**config.mk**
```make
export PLATFORM = sky130hd
export DESIGN_NAME = bf16_mul_normround
export DESIGN_NICKNAME = d
export VERILOG_FILES = /design/src/rtl/fpu_pkg.sv /design/src/rtl/bf16_rne_round.sv /design/src/rtl/bf16_mul_normround.sv
export SDC_FILE = /design/constraint.sdc
export NUM_CORES = 1
export LEC_CHECK = 0
export ABC_AREA = 1
export CORE_MARGIN = 2
export CORE_UTILIZATION = 37
export CTS_BUF_LIST = sky130_fd_sc_hd__clkbuf_8
export CTS_CLUSTER_DIAMETER = 60
export DETAILED_ROUTE_END_ITERATION = 16
export HOLD_SLACK_MARGIN = 0.12
export PLACE_DENSITY_LB_ADDON = 0.25
export SLEW_MARGIN = 0
export SYNTH_ARGS = -nofsm -noshare
export SYNTH_HDL_FRONTEND = slang
export SYNTH_HIERARCHICAL = 1
export SYNTH_SLANG_ARGS = --single-unit
export TNS_END_PERCENT = 30
```
**constraint.sdc**
```tcl
create_clock -name clk -period 6.55 [get_ports clk]
set_clock_uncertainty 0.1 [all_clocks]
set_input_delay 1.31 -clock clk [delete_from_list [all_inputs] [get_ports clk]]
set_output_delay 1.31 -clock clk [all_outputs]
set_load 0.02 [all_outputs]
```
**src/rtl/fpu_pkg.sv**
```systemverilog
// fpu_pkg: shared bf16 field widths, class encodings, canonical NaN and flag bit positions.
package fpu_pkg;

  localparam int BF16_EXP_W = 8;
  localparam int BF16_MAN_W = 7;
  localparam int BIAS       = 127;

  typedef enum logic [1:0] {
    CLS_NORMAL = 2'b00,
    CLS_ZERO   = 2'b01,
    CLS_INF    = 2'b10,
    CLS_NAN    = 2'b11
  } cls_e;

  localparam logic [15:0] QNAN = 16'h7FC0;

  // Positions inside the {nv,of,uf,nx} flag vector
  localparam int FLAG_NV = 3;
  localparam int FLAG_OF = 2;
  localparam int FLAG_UF = 1;
  localparam int FLAG_NX = 0;

endpackage

```
**src/rtl/bf16_rne_round.sv**
```systemverilog
// bf16_rne_round: round-to-nearest-even of a 7-bit fraction with guard/sticky.
// A carry out of the fraction renormalizes to fraction 0 and bumps the exponent.
module bf16_rne_round
  import fpu_pkg::*;
#(
  parameter int EW = 11
) (
  input  logic [BF16_MAN_W-1:0] i_man,
  input  logic                  i_g,
  input  logic                  i_s,
  input  logic signed [EW-1:0]  i_exp,
  output logic [BF16_MAN_W-1:0] o_man,
  output logic signed [EW-1:0]  o_exp,
  output logic                  o_nx
);

  logic                w_up;
  logic [BF16_MAN_W:0] w_sum;

  // Increment on guard when sticky is set or the lsb is odd (ties to even)
  always_comb begin
    w_up  = i_g & (i_s | i_man[0]);
    w_sum = {1'b0, i_man} + {{BF16_MAN_W{1'b0}}, w_up};
    o_man = w_sum[BF16_MAN_W] ? '0 : w_sum[BF16_MAN_W-1:0];
    o_exp = i_exp + {{(EW-1){1'b0}}, w_sum[BF16_MAN_W]};
    o_nx  = i_g | i_s;
  end

endmodule

```
**src/rtl/bf16_mul_normround.sv**
```systemverilog
// bf16_mul_normround: two-stage normalize (S1) / round+pack (S2) back-end of the bf16 multiplier.
// Optional macro BF16_DENORM_EN: tiny results are denormalized and rounded instead of flushed to zero.
module bf16_mul_normround
  import fpu_pkg::*;
#(
  parameter int EXP_W = 10
) (
  input  logic                    clk,
  input  logic                    rst_n,
  input  logic                    in_valid,
  output logic                    in_ready,
  input  logic                    in_sign,
  input  logic signed [EXP_W-1:0] in_exp,
  input  logic [15:0]             in_prod,
  input  logic [1:0]              in_cls,
  input  logic                    in_nv,
  output logic                    out_valid,
  input  logic                    out_ready,
  output logic [15:0]             out_res,
  output logic [3:0]              out_flags
);

  // One extra bit so exponent+1 after normalize and rounding can never wrap
  localparam int EI = EXP_W + 1;

  logic                  w_s1_adv, w_s2_adv;
  logic                  r_s1_v, r_s1_sign, r_s1_g, r_s1_s, r_s1_nv;
  logic [BF16_MAN_W-1:0] r_s1_m;
  logic signed [EI-1:0]  r_s1_e;
  cls_e                  r_s1_cls;
  logic                  r_s2_v;
  logic [15:0]           r_res;
  logic [3:0]            r_flags;

  logic [BF16_MAN_W-1:0] w_n_m;
  logic                  w_n_g, w_n_s;
  logic signed [EI-1:0]  w_n_e;

  logic                  w_tiny, w_ovf;
  logic [BF16_MAN_W-1:0] w_ri_m, w_rd_m;
  logic                  w_ri_g, w_ri_s, w_rd_nx;
  logic signed [EI-1:0]  w_ri_e, w_rd_e;
  logic [15:0]           w_res;
  logic [3:0]            w_flags;

  assign w_s2_adv  = !r_s2_v | out_ready;
  assign w_s1_adv  = !r_s1_v | w_s2_adv;
  assign in_ready  = w_s1_adv;
  assign out_valid = r_s2_v;
  assign out_res   = r_res;
  assign out_flags = r_flags;

  // S1 normalize: product is in [1,4); a set bit15 means one extra binade
  always_comb begin
    w_n_m = in_prod[15] ? in_prod[14:8] : in_prod[13:7];
    w_n_g = in_prod[15] ? in_prod[7]    : in_prod[6];
    w_n_s = in_prod[15] ? |in_prod[6:0] : |in_prod[5:0];
    w_n_e = {in_exp[EXP_W-1], in_exp} + {{(EI-1){1'b0}}, in_prod[15]};
  end

  // S1 register stage
  always_ff @(posedge clk or negedge rst_n) begin
    if (!rst_n) begin
      r_s1_v    <= 1'b0;
      r_s1_sign <= 1'b0;
      r_s1_g    <= 1'b0;
      r_s1_s    <= 1'b0;
      r_s1_nv   <= 1'b0;
      r_s1_m    <= '0;
      r_s1_e    <= '0;
      r_s1_cls  <= CLS_NORMAL;
    end else if (w_s1_adv) begin
      r_s1_v <= in_valid;
      if (in_valid) begin
        r_s1_sign <= in_sign;
        r_s1_g    <= w_n_g;
        r_s1_s    <= w_n_s;
        r_s1_nv   <= in_nv;
        r_s1_m    <= w_n_m;
        r_s1_e    <= w_n_e;
        r_s1_cls  <= cls_e'(in_cls);
      end
    end
  end

  assign w_tiny = r_s1_e[EI-1] | (r_s1_e == '0);

`ifdef BF16_DENORM_EN
  logic signed [EI-1:0] w_sh;
  logic                 w_dbig;
  logic [8:0]           w_dv, w_dmask;
  logic [7:0]           w_dsh;

  // Right-shift {1,m,G} by 1-e; bits shifted past G feed the sticky
  always_comb begin
    w_sh    = $signed(EI'(1)) - r_s1_e;
    w_dbig  = w_sh > $signed(EI'(8));
    w_dv    = {1'b1, r_s1_m, r_s1_g};
    w_dsh   = 8'(w_dv >> w_sh[3:0]);
    w_dmask = ~(9'h1FF << w_sh[3:0]);
  end
`endif

  // Rounder operands: normalized values, or the denormalized ones for tiny results
  always_comb begin
    w_ri_m = r_s1_m;
    w_ri_g = r_s1_g;
    w_ri_s = r_s1_s;
    w_ri_e = r_s1_e;
`ifdef BF16_DENORM_EN
    if (w_tiny) begin
      w_ri_e = '0;
      if (w_dbig) begin
        w_ri_m = '0;
        w_ri_g = 1'b0;
        w_ri_s = 1'b1;
      end else begin
        w_ri_m = w_dsh[7:1];
        w_ri_g = w_dsh[0];
        w_ri_s = r_s1_s | (|(w_dv & w_dmask));
      end
    end
`endif
  end

  bf16_rne_round #(.EW(EI)) u_round (
    .i_man (w_ri_m),
    .i_g   (w_ri_g),
    .i_s   (w_ri_s),
    .i_exp (w_ri_e),
    .o_man (w_rd_m),
    .o_exp (w_rd_e),
    .o_nx  (w_rd_nx)
  );

  assign w_ovf = !w_rd_e[EI-1] && (w_rd_e[EI-2:0] >= (EI-1)'(255));

  // S2 pack: specials bypass the arithmetic, nv always passes through
  always_comb begin
    w_res            = {r_s1_sign, w_rd_e[7:0], w_rd_m};
    w_flags          = '0;
    w_flags[FLAG_NV] = r_s1_nv;
    case (r_s1_cls)
      CLS_NAN:  w_res = QNAN;
      CLS_INF:  w_res = {r_s1_sign, 8'hFF, 7'h00};
      CLS_ZERO: w_res = {r_s1_sign, 15'h0000};
      default: begin
        if (w_tiny) begin
`ifdef BF16_DENORM_EN
          w_flags[FLAG_UF] = w_rd_nx;
          w_flags[FLAG_NX] = w_rd_nx;
`else
          w_res            = {r_s1_sign, 15'h0000};
          w_flags[FLAG_UF] = 1'b1;
          w_flags[FLAG_NX] = 1'b1;
`endif
        end else if (w_ovf) begin
          w_res            = {r_s1_sign, 8'hFF, 7'h00};
          w_flags[FLAG_OF] = 1'b1;
          w_flags[FLAG_NX] = 1'b1;
        end else begin
          w_flags[FLAG_NX] = w_rd_nx;
        end
      end
    endcase
  end

  // S2 register stage; result held while stalled
  always_ff @(posedge clk or negedge rst_n) begin
    if (!rst_n) begin
      r_s2_v  <= 1'b0;
      r_res   <= 16'h0000;
      r_flags <= 4'h0;
    end else if (w_s2_adv) begin
      r_s2_v <= r_s1_v;
      if (r_s1_v) begin
        r_res   <= w_res;
        r_flags <= w_flags;
      end
    end
  end

endmodule

```
==> impl_metrics.ini, run 1 <==
[run_status]
status = completed

[timing]
fin_crit_sh_pct = 59.77
drv_slew = 0
setup_tns_ns = 0
hold_ws_ns = 0.3907
max_slew.worst_pin.slew_ns = 1.005
fmax_mhz = 255.4
hold_violations = 0
min_period_ns = 3.915
relSlewSlack_pct = 32.98
rsz0062_at_grt = no
final-setup-viol-count = 0

[drt]
viasPerCell = 4.613
dr.pass1.iters = 4
first_iter_violations = 78
wl_per_cell_um = 11.11
drt_wl_total_mm = 5.435
drc = 0
num_vias = 2256
postRouteAntennaNets = 0

[worst_setup_path]
timing.rr.end = out_res[6]
arrival_ns = 2.51
rr_startpoint = r_s1_s
cpPeakStageDelay_ns = 0.61
path_delay_family = buffers and inverters
start_kind = input port
cp_cell_sequence = clkdlybuf4s50_1, inv_1, nand3_2, clkdlybuf4s50_1
required_ns = 5.14
worstSetupEndpoint = in_ready
critPathSlowestCell = clkdlybuf4s50_1
crit_path_max_fanout = 3
crit_buf_inv = 3
endpoint_kind = output pin
path_class = input port to output pin
setup.worst_path.start = out_ready
r2r_slack_ns = 3.64
r2r_cells = 18
cp_common_cell = clkdlybuf4s50_1
worstSetupPathDepth = 4

[floorplan]
ios = 56
start_util_pct = 38.57
core_um2 = 6832
rows = 30
chipHeight_um = 88.39
die_w_um = 88.39
dieArea_um2 = 7813

[grt]
grt_usage_pct = 15.31
grt_pass1_wl_mm = 9.480
grt_pass1_vias = 2043
antenna_found_initial = 0
grt_max_degree = 47
overflow = 0

[cts]
clk_latency_ns = 0.29
cts_hold_buf = 0
htreeDepth = 2
clk_transition_reported_paths_ns = 0.08
cts_tree = done
ctsResizeCount = 0
cts_setup_buffers = 0
cts_root_buffer = clkbuf_8
clkSinkCount = 46
clockBufferDepth = 2
cts_buffers = 5

[placement]
hpwlAfterDp_mm = 4.141
dp.cells = 482
port_buffers = 55
gp_congestion = 0.7729

[layout]
final_util_pct = 49.23
nNetsFinal = 433
num_antenna_cells = 0
final_cells = 489
syn_to_final_growth_pct = 27.64
nFillCells = 707
drive_above_1_share_pct = 7.125

[synth]
synth_top_cell_area_share_pct = 43.68
yosys_warnings = 6
syn_area_per_cell_um2 = 7.773
netlist_area_um2 = 2635
yosysTopAreaCell = dfrtp_1
ys_seq_elements = 46
yosysUniqueCellTypes = 35
postSynthCellCount = 339
ys_top_cells_by_area = dfrtp_1, nand2_1, nor2_1, inv_1, nand3_1
ys_seq_area_share_pct = 43.68
syn_nets = 379

[pwr]
powerDensity_nw_per_um2 = 274.8
leakagePower_nw = 1.515
ir_worst_vdd_mv = 0.09217

[worst_hold_path]
hold_class = flop to flop

[run]
cap_violations = 0
-- cell type report --
class                      count  area, µm²  share of cell area, %
clock inverter                 1      30.03                 0.8929
multi-input combinational    253       1314                  39.06
clock buffer                   6      82.58                  2.455
tap                           96      120.1                  3.571
inverter                      32      120.1                  3.571
timing repair buffer          55      545.5                  16.22
sequential                    46       1151                  34.23
-- metal layers --
layer  track usage (%)  part of all wire, %  vias to the layer above  wire length, µm
li1                  -                    -                     1192                -
met1             21.75                   51                     1007             2784
met2             23.51                   43                       55             2340
met3             3.078                  4.8                        2              261
met4             4.959                 0.90                        0               49
met5                 0                    0                        -                0
-- placed cells by master, fill, tap and decap left out, types with 2 or more instances in the layout --
cell             synthesis  final
a31oi_1                  8      8
nor2_4                   3      3
nand3_1                 17     17
nand2_1                104    104
nand3_2                  3      3
clkdlybuf4s50_1          0     54
nand3b_1                 4      4
clkbuf_8                 0      6
o21ai_1                  7      7
nand2_2                  3      3
nor3_2                   2      2
xnor2_1                  5      5
dfrtp_1                 46     46
o21ai_0                 15     15
a21oi_1                  9      9
inv_1                   30     30
nor2_1                  43     43
xor2_1                   9      9
inv_2                    2      2
ha_1                     6      6
nand4_1                  3      3
-- power breakdown --
group	leakage, nW	switching (mW)	internal [mW]	total (mW)
registers	0.553	0.0486	0.342	0.390
logic	0.905	0.176	0.144	0.320
clock network	0.0573	0.0916	0.122	0.214
-- flip-flops by register name, indices dropped and copies added, names as in the netlist --
name / count
r_s1_cls: 2
r_s1_e: 11
r_s1_sign: 1
r_s1_v: 1
r_s1_m: 7
out_valid: 1
out_res: 16
r_s1_g: 1
out_flags: 4
r_s1_nv: 1
r_s1_s: 1
-- worst min-delay path: cells and delay by family (launching register included) --
kind             cells  cell delay (ns)
AO/OA/AOI/OAI        1             0.06
flip-flops           1             0.35
AND/OR/NAND/NOR      1             0.05
-- synthesized netlist by cell type (all sizes together) --
library cell / instances
nand2: 108
nor2: 48
dfrtp: 46
inv: 32
o21ai: 23
nand3: 20
a21oi: 9
xor2: 9
a31oi: 8
buf: 8
ha: 6
xnor2: 5
nand3b: 4
nand4: 3
nor3: 2
a22o: 1
a31o: 1
a41oi: 1
nor4: 1
o21a: 1
o21bai: 1
o31ai: 1
or2: 1
-- metrics by stage --
stage               setup slack [ns]  area [µm²]  power (mW)
global route                   2.592        3363      0.9941
floorplan                      3.626        2635      0.5872
finish                         2.635        3363      0.9243
detailed placement             2.640        3251      0.7201
global placement               2.647        3251      0.7153
CTS                            2.633        3363      0.9369
-- kinds of logic after synthesis --
kind of cell,count (synthesis),share of synthesized area [%]
flops,46,43.68
buf+inv,40,6.458
simple gates,187,31.81
xor+xnor,14,4.653
fa+ha+maj,6,2.849
compound gates,46,10.54
-- how the worst min path moves through the flow --
stage	end	cells after the start	start
6_report	out_res[15]	2	out_res[15]
5_1_grt	out_flags[0]	2	out_flags[0]
4_1_cts	out_res[15]	2	out_res[15]
3_5_place_dp	out_res[15]	2	out_res[15]
3_3_place_gp	out_res[15]	2	out_res[15]
2_1_floorplan	r_s1_e[0]	2	r_s1_e[0]
No activity file was read; power rests on OpenSTA's default activity.
==> run 2: changes to the inputs <==
==> constraint.sdc (replaced) <==
create_clock -name clk -period 3.6 [get_ports clk]
set_clock_uncertainty 0.1 [all_clocks]
set_input_delay 0.72 -clock clk [delete_from_list [all_inputs] [get_ports clk]]
set_output_delay 0.72 -clock clk [all_outputs]
set_load 0.02 [all_outputs]
==> run 2 against run 1 <==
Net effect: final cell count rose by 0.20%; setup slack worse by 1.9 ns; flip-flop and latch count stayed put; clock-buffer cell count fell by 1; register-to-register slack worse by 2.9 ns; sequential share of layout area barely moved; die area unchanged; via count down 0.98%; critical endpoint is now out_res[6]; highest routed layer unchanged.
==> impl_metrics.ini, run 2 (synthesized netlist as in run 1, its figures left out) <==
[worst_setup_path]
path_delay_family = simple AND/OR/NAND/NOR gates
cp_cell_sequence = o21a_1, ha_1, nand3_1, nor2_4, ha_1, ha_1, nand3_2, nor2_4, xor2_1, nand2_1, nor2_1, nand2_1, nand2_2, nand2_4, nand2_1, nor2_1, nor2_1, nor2_1
path_class = flop to flop
critPathSlowestCell = dfrtp_1
cp_common_cell = nor2_1
endpoint_kind = flop
cpPeakStageDelay_ns = 0.38
required_ns = 3.70
arrival_ns = 2.92
r2r_slack_ns = 0.78
crit_path_max_fanout = 17
start_kind = flop
crit_buf_inv = 0

[pwr]
powerDensity_nw_per_um2 = 499.6
pwr-share-clk_pct = 22.8
comb_power_share_pct = 35.0
switching_share_pct = 35.19
ir_worst_vdd_mv = 0.1824
p_sw_mw = 0.5907
leakagePower_nw = 1.514
p_int_mw = 1.088
p_seq_share_pct = 42.2

[timing]
hold_violations = 0
min_period_ns = 2.818
rsz0062_at_grt = no
final-setup-viol-count = 0
fin_crit_sh_pct = 78.26
fmax_mhz = 354.9
setup_tns_ns = 0
relSlewSlack_pct = 32.04
drv_slew = 0
max_slew.worst_pin.slew_ns = 1.019

[run_status]
status = completed

[worst_hold_path]
hold_class = flop to flop

[grt]
grt_pass1_wl_mm = 9.411
antenna_found_initial = 0
grt_pass1_vias = 2076
grt_usage_pct = 15.38
grt_max_degree = 47
overflow = 0

[cts]
clockBufferDepth = 2
ctsResizeCount = 0
cts_buffers = 5
cts_setup_buffers = 0
cts_root_buffer = clkbuf_8
htreeDepth = 2
clk_latency_ns = 0.30
cts_hold_buf = 0
clkSinkCount = 46
cts_tree = done
clk_transition_reported_paths_ns = 0.09

[placement]
hpwlAfterDp_mm = 4.203
port_buffers = 55
gp_congestion = 0.7989

[floorplan]
core_um2 = 6832
start_util_pct = 38.57
die_w_um = 88.39
dieArea_um2 = 7813
rows = 30
chipHeight_um = 88.39
ios = 56

[layout]
multi_input_area_um2 = 1314
nFillCells = 674
layout_commonest_cell = nand2_1
largest_register_ffs = 16
final_cell_mix = nand2_1, clkdlybuf4s50_1, dfrtp_1
num_antenna_cells = 0
final_util_pct = 49.19
nNetsFinal = 433
syn_to_final_growth_pct = 27.54
drive_above_1_share_pct = 7.107
regArea_um2 = 1151

[run]
cap_violations = 0

[drt]
first_iter_violations = 102
wl_per_cell_um = 11.21
drc = 0
drt_wl_total_mm = 5.492
dr.pass1.iters = 4
num_vias = 2234
postRouteAntennaNets = 0
viasPerCell = 4.559
run 2: power groups by stage:
| stage | logic (mW) | clock network (mW) | registers (mW) |
|---|---|---|---|
| detailed placement | 0.592 | 0 | 0.720 |
| finish | 0.588 | 0.383 | 0.708 |
| global placement | 0.586 | 0 | 0.718 |
| floorplan | 0.285 | 0 | 0.783 |
| CTS | 0.595 | 0.392 | 0.710 |
| global route | 0.656 | 0.414 | 0.725 |
run 2: metrics by stage:
step	setup slack (ns)	power, mW	hold slack [ns]	area, µm²	cells
after floorplan	1.001	1.068	0.3244	2635	339
after global placement	0.8782	1.304	0.3704	3251	482
after detailed placement	0.7682	1.313	0.3718	3251	482
after CTS	0.7536	1.697	0.3954	3361	490
after global routing	0.4719	1.795	0.4216	3361	490
final	0.7825	1.679	0.3906	3361	490
run 2: path summary, 6_finish.rpt:
path | from | end | cells past startpoint
setup / recovery | r_s1_s | out_res[6] | 18
hold / removal | out_res[15] | out_res[15] | 2
setup reg to reg | r_s1_s | out_res[6] | 18
hold reg to reg | out_res[15] | out_res[15] | 2
max in group asynchronous | rst_n | out_res[9] | 1
min in group asynchronous | rst_n | r_s1_e[7] | 1
run 2: worst register-to-register path: stages, from the launching register on:
cell     delay (ns)
dfrtp_1        0.38
o21a_1         0.14
ha_1           0.18
nand3_1        0.17
nor2_4         0.20
ha_1           0.21
ha_1           0.20
nand3_2        0.12
nor2_4         0.15
xor2_1         0.20
nand2_1        0.07
nor2_1         0.08
nand2_1        0.06
nand2_2        0.07
nand2_4        0.11
nand2_1        0.09
nor2_1         0.04
nor2_1         0.10
nor2_1         0.05
run 2: final cells by class:
cell class,instances,area share [%]
clock buffer,5,2.048
sequential,46,34.25
tap,96,3.574
clock inverter,3,1.229
inverter,32,3.574
multi-input combinational,253,39.09
timing repair buffer,55,16.23
run 2: layer usage:
| layer | global-route usage (%) | routed length (µm) | up-vias |
|---|---|---|---|
| met5 | 0 | 0 | - |
| met4 | 4.959 | 55 | 0 |
| met3 | 3.265 | 273 | 4 |
| met2 | 24.61 | 2388 | 49 |
| met1 | 20.90 | 2775 | 983 |
| li1 | - | - | 1198 |
==> run 3: changes to the inputs <==
==> constraint.sdc (replaced) <==
create_clock -name clk -period 2.4 [get_ports clk]
set_clock_uncertainty 0.1 [all_clocks]
set_input_delay 0.48 -clock clk [delete_from_list [all_inputs] [get_ports clk]]
set_output_delay 0.48 -clock clk [all_outputs]
set_load 0.02 [all_outputs]
==> run 3 against run 2 <==
Net effect: the run now ends with negative setup slack left; register-to-register slack got worse by 0.88 ns; critical path depth did not move; largest power group unchanged; total power is 58% higher; die area did not move; setup slack got worse by 0.88 ns; combinational power up 77%; via count up 7.9%; sequential share of layout area decreased by 3.2 points; critical endpoint unchanged.
==> impl_metrics.ini, run 3 (synthesized netlist as in run 1, its figures left out) <==
[drt]
drc = 0
viasPerCell = 4.653
postRouteAntennaNets = 0
wl_per_cell_um = 11.15
dr.pass1.iters = 5
first_iter_violations = 75
num_vias = 2410
drt_wl_total_mm = 5.774

[worst_setup_path]
endpoint_kind = flop
crit_path_max_fanout = 5
r2r_cells = 18
r2r_slack_ns = -0.10
path_class = flop to flop
timing.rr.end = out_res[6]
start_kind = flop
required_ns = 2.50
arrival_ns = 2.60
rr_startpoint = r_s1_m[0]

[timing]
hold_violations = 0
min_period_ns = 2.500
max_slew.worst_pin.slew_ns = 0.4953
worst_slack_ns = -0.1002
final-setup-viol-count = 17
hold_ws_ns = 0.3937
relSlewSlack_pct = 66.98
fin_crit_sh_pct = 104.2
drv_slew = 0
rsz0062_at_grt = yes
fmax_mhz = 400.0

[run_status]
status = finished with violations
violations = negative setup slack

[layout]
final_cell_mix = nand2_1, clkdlybuf4s50_1, dfrtp_1
drive_above_1_share_pct = 17.06
num_antenna_cells = 0
nNetsFinal = 461
final_cells = 518
largest_register_ffs = 16
layout_commonest_cell = nand2_1
syn_to_final_growth_pct = 40.79

[cts]
clk_latency_ns = 0.30
htreeDepth = 2
clockBufferDepth = 2
clkSinkCount = 46
cts_root_buffer = clkbuf_8
cts_tree = done
cts_buffers = 5
clk_transition_reported_paths_ns = 0.09

[grt]
grt_max_degree = 27
grt_pass1_wl_mm = 9.777
antenna_found_initial = 0
overflow = 0
grt_usage_pct = 15.91
grt_pass1_vias = 2258

[worst_hold_path]
worstHoldEndpoint = out_flags[0]
min_path_cells = 2
hold_start = out_flags[0]
hold_class = flop to flop

[floorplan]
rows = 30
dieArea_um2 = 7813
die_w_um = 88.39
core_um2 = 6832
start_util_pct = 38.57
chipHeight_um = 88.39
ios = 56

[pwr]
p_int_mw = 1.728
powerDensity_nw_per_um2 = 716.9
leakagePower_nw = 1.665
p_sw_mw = 0.9321
ir_worst_vdd_mv = 0.2317
pwr-share-clk_pct = 21.1
report.power.total_mw = 2.660
comb_power_share_pct = 39.0
switching_share_pct = 35.05
p_seq_share_pct = 39.9

[run]
cap_violations = 0

[placement]
gp_congestion = 0.8538
hpwlAfterDp_mm = 4.461
port_buffers = 55
dp.cells = 502
[run 3: cell count changes in the layout (fill, tap and decap cells not counted), sizes merged]
| cell | change |
|---|---|
| buf | +25 |
| nand2 | +2 |
| dlygate4sd3 | +1 |
[run 3: worst max-delay path, stage by stage, from the launching register on]
cell	delay, ns
dfrtp_1	0.38
o21a_1	0.16
ha_4	0.15
nand3_4	0.09
nor2_4	0.15
ha_4	0.16
ha_4	0.14
nand3_4	0.09
nor2_4	0.14
xor2_2	0.17
nand2_1	0.07
nor2_1	0.09
nand2_1	0.09
nand2_4	0.10
nand2_4	0.07
nand2_1	0.06
nor2_1	0.04
nor2_1	0.09
nor2_1	0.04
[run 3: metrics by stage]
| stage | instance area (µm²) | setup WS [ns] | util, % | setup TNS [ns] |
|---|---|---|---|---|
| 2_1_floorplan | 2675 | -0.07776 | - | -0.4488 |
| 3_3_place_gp | 3466 | -0.03070 | 50.73 | -0.03070 |
| 3_5_place_dp | 3466 | -0.1258 | 50.73 | -1.110 |
| 4_1_cts | 3628 | -0.1256 | 53.11 | -1.786 |
| 5_1_grt | 3710 | -0.2983 | 54.30 | -4.204 |
| 6_report | 3710 | -0.1002 | 54.30 | -1.261 |
[run 3: layer usage]
metal / up-vias / track usage, % / share of wire [%]
li1: 1256 / - / -
met1: 1088 / 20.70 / 47
met4: 0 / 5.510 / 1.1
met3: 4 / 3.265 / 4.7
met5: - / 0 / 0
met2: 62 / 26.45 / 47
[run 3: layout make-up]
class                      instances  area [µm²]
clock buffer                       5       68.82
clock inverter                     3       41.29
fill                             681        3122
inverter                          32       120.1
multi-input combinational        255        1440
sequential                        46        1151
tap                               96       120.1
timing repair buffer              81       768.2
[run 3: how the worst max path moves through the flow]
| stage | start | to | slack, ns |
|---|---|---|---|
| 6_report | r_s1_m[0] | out_res[6] | -0.10 |
| 5_1_grt | r_s1_m[0] | out_res[6] | -0.30 |
| 4_1_cts | r_s1_m[0] | out_res[6] | -0.13 |
| 3_5_place_dp | r_s1_m[0] | out_res[6] | -0.13 |
| 3_3_place_gp | r_s1_m[0] | out_res[6] | -0.03 |
| 2_1_floorplan | r_s1_m[0] | out_res[12] | -0.08 |
[run 3: repair_timing]
| item | 4_1_cts | 5_1_grt |
|---|---|---|
| cloned | 2 | 0 |
| endpoints found under the setup margin | 17 | 17 |
| setup buffers | 3 | 2 |
| pin swaps | 4 | 5 |
| gates resized for setup | 2 | 15 |
| endpoints found under the hold margin | 21 | 0 |
| hold buffers | 1 | 0 |
[run 3: power groups by stage]
stage          logic [mW]  clock network, mW  registers (mW)
3_5_place_dp        0.972                  0            1.07
6_report             1.04              0.562            1.06
5_1_grt              1.15              0.612            1.08
2_1_floorplan       0.435                  0            1.18
4_1_cts              1.00              0.581            1.06
3_3_place_gp        0.961                  0            1.07
